## config.mk

```make
export PLATFORM = sky130hd
export DESIGN_NAME = mem_bus_arbiter
export DESIGN_NICKNAME = d
export VERILOG_FILES = /design/src/rtl/mem_bus_arbiter.sv
export SDC_FILE = /design/constraint.sdc
export NUM_CORES = 1
export LEC_CHECK = 0
export CAP_MARGIN = 20
export CORE_AREA = 2 2 204 146
export DETAILED_ROUTE_END_ITERATION = 10
export DIE_AREA = 0 0 206 148
export PLACE_DENSITY = 0.8
export SYNTH_ARGS = -nofsm -noshare
export SYNTH_HDL_FRONTEND = slang
export SYNTH_SLANG_ARGS = --single-unit
```

## constraint.sdc

```tcl
create_clock -name i_clk -period 8.5 [get_ports i_clk]
set_input_delay 1.7 -clock i_clk [delete_from_list [all_inputs] [get_ports i_clk]]
set_output_delay 1.7 -clock i_clk [all_outputs]
set_load 0.005 [all_outputs]
```

## src/rtl/mem_bus_arbiter.sv

```systemverilog
// ----------------------------------------------------------------------------
// mem_bus_arbiter
//
// Shares the single memory_top bus port between N_MASTERS requesters
// (instruction fetch, data load/store, DMA). Each master has one request slot.
// The arbiter picks a winner and issues it to memory_top as a one-cycle
// o_bus_DV pulse. It then waits for memory_top's i_bus_DV and routes the read
// data back to the winner. At most one transaction is outstanding at memory_top.
//
// Optional build macro:
//   MEM_ARB_FIXED_PRIO_EN  - master 0 always wins when pending; the remaining
//                            masters rotate round-robin among themselves.
//                            Undefined: pure round-robin across all masters.
//
// Ports:
//   i_clk, i_rst_n            clock, asynchronous active-low reset
//   i_req_DV[N]               one-cycle request pulse per master
//   i_req_address[32N]        byte address, master k at [32k+31:32k]
//   i_req_data[32N]           right-aligned write data
//   i_req_bhw[3N]             size: 100 word, 010 half, 001 byte
//   i_req_write_notread[N]    1 = write, 0 = read
//   o_resp_DV[N]              one-cycle completion pulse to the served master
//   o_resp_data[32]           read data, valid while o_resp_DV is nonzero
//   o_overrun                 sticky: request pulse seen while still pending
//   o_bus_*                   request fields and issue pulse to memory_top
//   i_bus_data, i_bus_DV      response from memory_top
//   o_grant[GRANT_W]          index of the current or last granted master
// ----------------------------------------------------------------------------
module mem_bus_arbiter #(
  parameter int N_MASTERS = 3,
  parameter int GRANT_W   = 2
) (
  input  logic                     i_clk,
  input  logic                     i_rst_n,
  input  logic [N_MASTERS-1:0]     i_req_DV,
  input  logic [32*N_MASTERS-1:0]  i_req_address,
  input  logic [32*N_MASTERS-1:0]  i_req_data,
  input  logic [3*N_MASTERS-1:0]   i_req_bhw,
  input  logic [N_MASTERS-1:0]     i_req_write_notread,
  output logic [N_MASTERS-1:0]     o_resp_DV,
  output logic [31:0]              o_resp_data,
  output logic                     o_overrun,
  output logic [31:0]              o_bus_data,
  output logic [31:0]              o_bus_address,
  output logic [2:0]               o_bus_bhw,
  output logic                     o_bus_write_notread,
  output logic                     o_bus_DV,
  input  logic [31:0]              i_bus_data,
  input  logic                     i_bus_DV,
  output logic [GRANT_W-1:0]       o_grant
);

  typedef enum logic [1:0] {
    IDLE  = 2'd0,
    ISSUE = 2'd1,
    WAIT  = 2'd2
  } state_t;

  state_t state_q, state_d;

  logic [N_MASTERS-1:0]    pending_q;
  logic [N_MASTERS-1:0]    accept;
  logic [N_MASTERS-1:0]    clr;
  logic [32*N_MASTERS-1:0] addr_q;
  logic [32*N_MASTERS-1:0] data_q;
  logic [3*N_MASTERS-1:0]  bhw_q;
  logic [N_MASTERS-1:0]    wn_q;
  logic [GRANT_W-1:0]      last_grant_q;
  logic [GRANT_W-1:0]      win;

  logic        do_grant, do_short, do_issue, do_done;
  logic [31:0] sel_addr, sel_data;
  logic [2:0]  sel_bhw, win_bhw;
  logic        sel_wn;

  // Only the three one-hot size codes are legal; anything else would hang
  // memory_top, so such requests are answered locally.
  function automatic logic valid_bhw(input logic [2:0] b);
    return (b == 3'b100) || (b == 3'b010) || (b == 3'b001);
  endfunction

  // First pending master strictly after 'last', wrapping at N_MASTERS-1.
  function automatic logic [GRANT_W-1:0] rr_pick(input logic [N_MASTERS-1:0] pend,
                                                 input logic [GRANT_W-1:0]   last);
    logic [GRANT_W-1:0] pick;
    logic               found;
    int                 idx;
    pick  = '0;
    found = 1'b0;
    for (int i = 1; i <= N_MASTERS; i++) begin
      idx = (int'(last) + i) % N_MASTERS;
      if (!found && (((pend >> idx) & N_MASTERS'(1)) != '0)) begin
        pick  = GRANT_W'(idx);
        found = 1'b1;
      end
    end
    return pick;
  endfunction

`ifdef MEM_ARB_FIXED_PRIO_EN
  // Master 0 pre-empts the rotation; the pointer only tracks masters 1..N-1.
  function automatic logic [GRANT_W-1:0] arb_pick(input logic [N_MASTERS-1:0] pend,
                                                  input logic [GRANT_W-1:0]   last);
    if (pend[0]) return '0;
    return rr_pick(pend & ~N_MASTERS'(1), last);
  endfunction

  function automatic logic [GRANT_W-1:0] next_last(input logic [GRANT_W-1:0] cur,
                                                   input logic [GRANT_W-1:0] w);
    return (w == '0) ? cur : w;
  endfunction
`else
  function automatic logic [GRANT_W-1:0] arb_pick(input logic [N_MASTERS-1:0] pend,
                                                  input logic [GRANT_W-1:0]   last);
    return rr_pick(pend, last);
  endfunction

  function automatic logic [GRANT_W-1:0] next_last(input logic [GRANT_W-1:0] cur,
                                                   input logic [GRANT_W-1:0] w);
    return (cur == w) ? cur : w;
  endfunction
`endif

  assign win = arb_pick(pending_q, last_grant_q);

  // Field muxes: granted master for the bus, arbitration winner for the size check.
  always_comb begin
    sel_addr = '0;
    sel_data = '0;
    sel_bhw  = '0;
    sel_wn   = 1'b0;
    win_bhw  = '0;
    for (int k = 0; k < N_MASTERS; k++) begin
      if (o_grant == GRANT_W'(k)) begin
        sel_addr = addr_q[32*k +: 32];
        sel_data = data_q[32*k +: 32];
        sel_bhw  = bhw_q[3*k +: 3];
        sel_wn   = wn_q[k];
      end
      if (win == GRANT_W'(k)) win_bhw = bhw_q[3*k +: 3];
    end
  end

  always_comb begin
    state_d  = state_q;
    do_grant = 1'b0;
    do_short = 1'b0;
    do_issue = 1'b0;
    do_done  = 1'b0;
    unique case (state_q)
      IDLE: begin
        if (|pending_q) begin
          do_grant = 1'b1;
          if (valid_bhw(win_bhw)) state_d  = ISSUE;
          else                    do_short = 1'b1;
        end
      end
      ISSUE: begin
        do_issue = 1'b1;
        state_d  = WAIT;
      end
      WAIT: begin
        if (i_bus_DV) begin
          do_done = 1'b1;
          state_d = IDLE;
        end
      end
      default: state_d = IDLE;
    endcase
  end

  // Pending slot being released this edge; a new pulse on that same edge is
  // a fresh request, not an overrun.
  always_comb begin
    clr = '0;
    if (do_short)     clr = N_MASTERS'(1) << win;
    else if (do_done) clr = N_MASTERS'(1) << o_grant;
  end

  assign accept = i_req_DV & (~pending_q | clr);

  always_ff @(posedge i_clk or negedge i_rst_n) begin
    if (!i_rst_n) state_q <= IDLE;
    else          state_q <= state_d;
  end

  // Request capture stage: per-master field storage.
  always_ff @(posedge i_clk) begin
    for (int k = 0; k < N_MASTERS; k++) begin
      if (accept[k]) begin
        addr_q[32*k +: 32] <= i_req_address[32*k +: 32];
        data_q[32*k +: 32] <= i_req_data[32*k +: 32];
        bhw_q[3*k +: 3]    <= i_req_bhw[3*k +: 3];
        wn_q[k]            <= i_req_write_notread[k];
      end
    end
  end

  // Control, bus-issue and response stage.
  always_ff @(posedge i_clk or negedge i_rst_n) begin
    if (!i_rst_n) begin
      pending_q           <= '0;
      o_overrun           <= 1'b0;
      o_grant             <= '0;
      last_grant_q        <= GRANT_W'(N_MASTERS - 1);
      o_resp_DV           <= '0;
      o_resp_data         <= '0;
      o_bus_DV            <= 1'b0;
      o_bus_address       <= '0;
      o_bus_data          <= '0;
      o_bus_bhw           <= '0;
      o_bus_write_notread <= 1'b0;
    end else begin
      pending_q <= (pending_q & ~clr) | accept;
      if (|(i_req_DV & pending_q & ~clr)) o_overrun <= 1'b1;
      o_resp_DV <= clr;
      o_bus_DV  <= do_issue;
      if (do_grant) o_grant <= win;
      if (do_issue) begin
        o_bus_address       <= sel_addr;
        o_bus_data          <= sel_data;
        o_bus_bhw           <= sel_bhw;
        o_bus_write_notread <= sel_wn;
      end
      if (do_done) begin
        o_resp_data  <= i_bus_data;
        last_grant_q <= next_last(last_grant_q, o_grant);
      end else if (do_short) begin
        o_resp_data  <= '0;
        last_grant_q <= next_last(last_grant_q, win);
      end
    end
  end

endmodule
```

* After elaboration in Yosys (flattened, before gate mapping)
Cells that the tools add are included.
** Word-level totals
- Input port bits :: 242
- Bits in registers :: 318
- Word-level logic and storage cells :: 113
- Output and inout bits :: 107
** Cells by class
- Bitwise logic cells :: 8
- Mux-type cells :: 40
- Add/subtract/negate cells :: 3
- Div/mod/pow operators :: 3
- Reductions and logical operators :: 14
- Equal/unequal tests :: 16
- Shift-type cells :: 5
** Operator list (number)
- $mux 32 :: 8
- $mod 32x3->32 const B :: 3
- $shr 3x32->1 :: 3
- $mux 3 :: 8
- $mux 2 :: 10
- $mux 1 :: 13
- $and 3x3->3 :: 4
- $ne 2x2->1 const B :: 5
- $add 2x2->3 const B :: 2
- $eq 2x1->1 const B :: 3
- $eq 2x2->1 const B :: 3
- $logic_not 2->1 :: 3
- $not 3->3 :: 2
- $or 3x3->3 :: 2
- $pmux 2 s3 :: 1
- $reduce_and 3->1 :: 2
- $reduce_or 3->1 :: 2
- $shl 1x2->3 const A :: 2
- $eq 2x2->1 :: 2
- $add 2x1->3 const B :: 1
- $eq 3x1->1 const B :: 1
- $eq 3x2->1 const B :: 1
- $eq 3x3->1 const B :: 1
- $logic_and 1x1->1 :: 2
- 3 further kinds :: 5

* Logic depth before layout (Yosys ltp)
- Depth after elaboration :: 24
- Mapped depth :: 17
- Depth with buffers taken out :: 15

* Least setup slack after synthesis
Ideal clock, no wire load.
- Path type :: reg2reg
- From :: register last_grant_q[1]
- To :: register addr_q[64] (enable)
- Required time :: 7901 ps
- Slack :: -324 ps
- Arrival :: 8226 ps
- Path buffers :: 2
- Cell stages (with the launch flop) :: 16
- Cell sequence :: dfstp_2 > inv_1 > ha_1 > buf_4 > nand3b_1 > ha_1 > nand3b_1 > mux2i_1 > a22oi_2 > or2_1 > buf_4 > a221o_1 > xor2_1 > nand2b_1 > a32oi_1 > a21boi_0
** Between the ends
- Cells in the longest elaborated chain, start to end :: 23
- Elaborated cells on any way between the ends :: 36
- Those cells by class :: add/sub (3); div (3); eq/ne (5); shift (4); mux (12); bitwise (2); reduce/logical (7)
** RTL lines
- start: declaration :: line 68 : logic [GRANT_W-1:0] last_grant_q;
- start signal: assignment :: line 205 : last_grant_q <= GRANT_W'(N_MASTERS - 1);
- start signal: assignment :: line 227 : last_grant_q <= next_last(last_grant_q, o_grant);
- start signal: assignment :: line 230 : last_grant_q <= next_last(last_grant_q, win);
- $add 2x1->3 :: line 91 : idx = (int'(last) + i) % N_MASTERS;
- $mod 32x3->32 :: line 91
- $shr 3x32->1 :: line 92 : if (!found && (((pend >> idx) & N_MASTERS'(1)) != '0)) begin
- $mux 1 :: line 92
- $logic_not 1->1 :: line 92
- $logic_and 1x1->1 :: line 92
- $mux 1 :: line 92
- $logic_not 1->1 :: line 92
- [7 not listed]
- $logic_or 1x1->1 (2 in series) :: line 79 : return (b == 3'b100) || (b == 3'b010) || (b == 3'b001);
- $mux 1 :: line 154 : if (valid_bhw(win_bhw)) state_d = ISSUE;
- $mux 1 :: line 152 : if (|pending_q) begin
- $mux 1 :: line 150 : unique case (state_q)
- $mux 3 * :: line 176 : if (do_short) clr = N_MASTERS'(1) << win;
- $or 3x3->3 * :: line 180 : assign accept = i_req_DV & (~pending_q | clr);
- $and 3x3->3 * :: line 180
- via accept[2] :: line 62 : logic [N_MASTERS-1:0] accept;
- end signal: indexed assignment :: line 191 : addr_q[32*k +: 32] <= i_req_address[32*k +: 32];
- end: declaration :: line 64 : logic [32*N_MASTERS-1:0] addr_q;
The timed path passes the listed nets; every way through them passes the cells marked *.
A chain may end at the register's enable or synchronous reset.

* Worst setup path after layout
- From :: register last_grant_q[1]
- To :: register addr_q[85] (enable)
The elaborated chain is that of the path after synthesis.

==> flow_summary.toml <==
[yosys]
syn_inst = 841
synth_top_area_frac = 0.507
ys_seq_area_frac = 0.743
synth_seq_cells = 318
synth.most_common_cell = "edfxtp_1"
synth_top_area_cell = "edfxtp_1"
synthesis.area_mm2 = 0.0121
synth.distinct_cells = 50
synth_edf_count = 204
syn_nets = 1092
postSynthAreaPerCell_um2 = 14.4
synthTopCellsByCount = "edfxtp_1, dfrtp_1, nand2_1, nor2_1"
synth_flop_cell = "edfxtp_1"
yosysWarnings = 0
yosys-top-cells-area = "edfxtp_1, dfrtp_1, mux2i_1"
synthArstFlopShare = 0.358

[clock_network]
clock_latency_ps = 570
cts_setup_buffers = 0
h-tree-depth = 1
clk_pin_slew_ps = 60
cts_resized = 0
cts_buffer_depth = 3
cts_tree = "built"
cts_sinks = 318
cts-root-buf = "clkbuf_16"
cts_hold_repair.buffers = 0
numCtsBuffers = 31

[grt]
antenna_found_initial = 6
overflow = 0
grt_pass1_vias = 8567
grt_pass1_wl_mm = 48.4
track_usage = 0.210
grt_max_degree = 94

[worst_setup_path]
crit_path_max_fanout = 45
worst_setup_path_end_kind = "register"
cpMaxStageDelayCell = "a21boi_4"
crit_start = "last_grant_q[1]"
startpoint_type = "register"
worstReg2RegStart = "last_grant_q[1]"
r2r_slack_ps = 2940
critical_path_class = "register to register"
path_buf_inv = 2
crit_family = "compound AO/OA/AOI/OAI gates"
r2r_cells = 14
cp.arrival_ps = 5750
cp_data_required_time_ps = 8700
cpPeakStageDelay_ps = 820
path_cells = "inv_1 -> ha_1 -> nand3b_1 -> ha_1 -> nand3b_1 -> mux2i_1 -> a22oi_2 -> or2_1 -> a221o_1 -> xor2_1 -> nand2b_1 -> a32oi_1 -> a21boi_4 -> buf_4"
rr_endpoint = "addr_q[85]"

[sta]
setup_viol = 0
hold_viol_final = 0
drv_slew = 0
fin_crit_ps = 5560
worst_pin_slew_ps = 1030
final.period_utilization = 0.654
rsz0062_at_grt = "false"
final.setup.tns_ps = 0
relSlewSlack = 0.316
fmax_mhz = 180
worst_slack_ps = 2940
finalClockSkew_ps = 24.1

[worst_hold_path]
worstHoldStart = "o_bus_address[30]"
holdPathStages = 2
hp-class = "register to register"
min_to = "o_bus_address[30]"

[place]
hpwl_mm = 21.5
gp_congestion = 0.840
port_buffers = 348
placed_cells = 1530
place_ws_ps = 2890

[power]
p_seq_frac = 0.419
p_switching_uw = 2320
p_leak_uw = 0.00646
powerDensity_mw_per_mm2 = 392
clkPwrFrac = 0.199
ir_drop_v = 0.000251
power.internal_uw = 4330
p_comb_frac = 0.382
p_total_uw = 6650
swShare = 0.349

[floorplan]
die_x_um = 206
design.die.area_mm2 = 0.0305
fp-row-count = 52
start_util = 0.424
io_pins = 349
core_area_mm2 = 0.0285
fp.dieH_um = 148

[route]
drtAntennaViolNets = 0
drtIter0Drc = 581
firstDrtPassIters = 5
routedWlPerCell_um = 20.3
drt_wl_total_mm = 32.2
num_vias = 8198
via_per_inst = 5.16
drt_drc_violations_left = 0

[finish]
area_delta_synth_final_pct = 40.5
num-nets-final = 1436
final_layout_size_suffix_gt1_frac = 0.0636
instances_no_fill = 1590

[job]
drv_cap = 0

[run_status]
status = "finished, final reports clean"
worst min-delay path, stage by stage, from the launching register on:
cell	delay, ps
dfrtp_1	340
nand2_1	40
o21ai_0	60
per-stage QoR:
step | hold WS (ps) | instance area, um^2 | utilization
after CTS | 484 | 17000 | 0.595
after global routing | 497 | 17000 | 0.596
after global placement | 461 | 16000 | 0.560
final | 478 | 17000 | 0.596
after floorplan | 458 | 12100 | -
after detailed placement | 469 | 16000 | 0.561
layer usage:
metal / global-route usage / part of all wire / up-vias
met5: 0 / 0.0012 / -
met4: 0.0657 / 0.028 / 6
met3: 0.0573 / 0.088 / 60
met2: 0.339 / 0.47 / 374
met1: 0.276 / 0.41 / 3999
li1: - / - / 3759
layout make-up:
cell class              instances  area, um^2
fillers                      2240       11500
flip-flops and latches        318        8990
repair buffers                359        3580
multi-input cells             464        2910
clock buffers                  41         833
well taps                     378         473
clock inverters                17         138
inverters                      11        41.3
diodes                          2        5.00
power groups by stage:
stage | registers, uW | logic (uW) | clock network [uW]
floorplan | 2770 | 1490 | 0
global placement | 2790 | 2420 | 0
detailed placement | 2810 | 2560 | 0
CTS | 2790 | 2580 | 1350
global route | 2850 | 2810 | 1420
finish | 2780 | 2540 | 1330
how the worst max path moves through the flow:
stage	endpoint	cells after the start	slack (ps)
after floorplan	addr_q[0]	15	1200
after global placement	addr_q[25]	14	2800
after detailed placement	addr_q[78]	14	2890
after CTS	addr_q[64]	14	2870
after global routing	addr_q[64]	14	2540
final	addr_q[85]	14	2940
cells by family after synthesis:
group,count (synthesis),share of synthesized area
buf+inv,59,0.0193
xor+xnor,5,0.00363
flops,318,0.743
mux,76,0.0634
simple gates,177,0.0616
fa+ha+maj,9,0.00932
compound gates,197,0.0993
state kept, by name, indices dropped and copies added (netlist names):
register,count
data_q,96
o_bus_bhw,3
o_bus_write_notread,1
last_grant_q,2
addr_q,96
state_q,2
o_resp_DV,3
pending_q,3
o_bus_address,32
o_grant,2
o_overrun,1
o_bus_data,32
o_bus_DV,1
o_resp_data,32
bhw_q,9
wn_q,3
layout by cell type (no fill, tap or decap), drive strengths merged, types with 4 or more instances in the layout:
master           n
a21oi           73
a22o            32
buf             12
clkbuf          41
clkdlybuf4s50  347
clkinv          12
dfrtp          113
edfxtp         204
ha               9
inv             13
mux2             4
mux2i           72
nand2           76
nand3b           5
nor2            76
o21ai           73
or2              4
xnor2            4
Power figures use the tool's default switching activity.
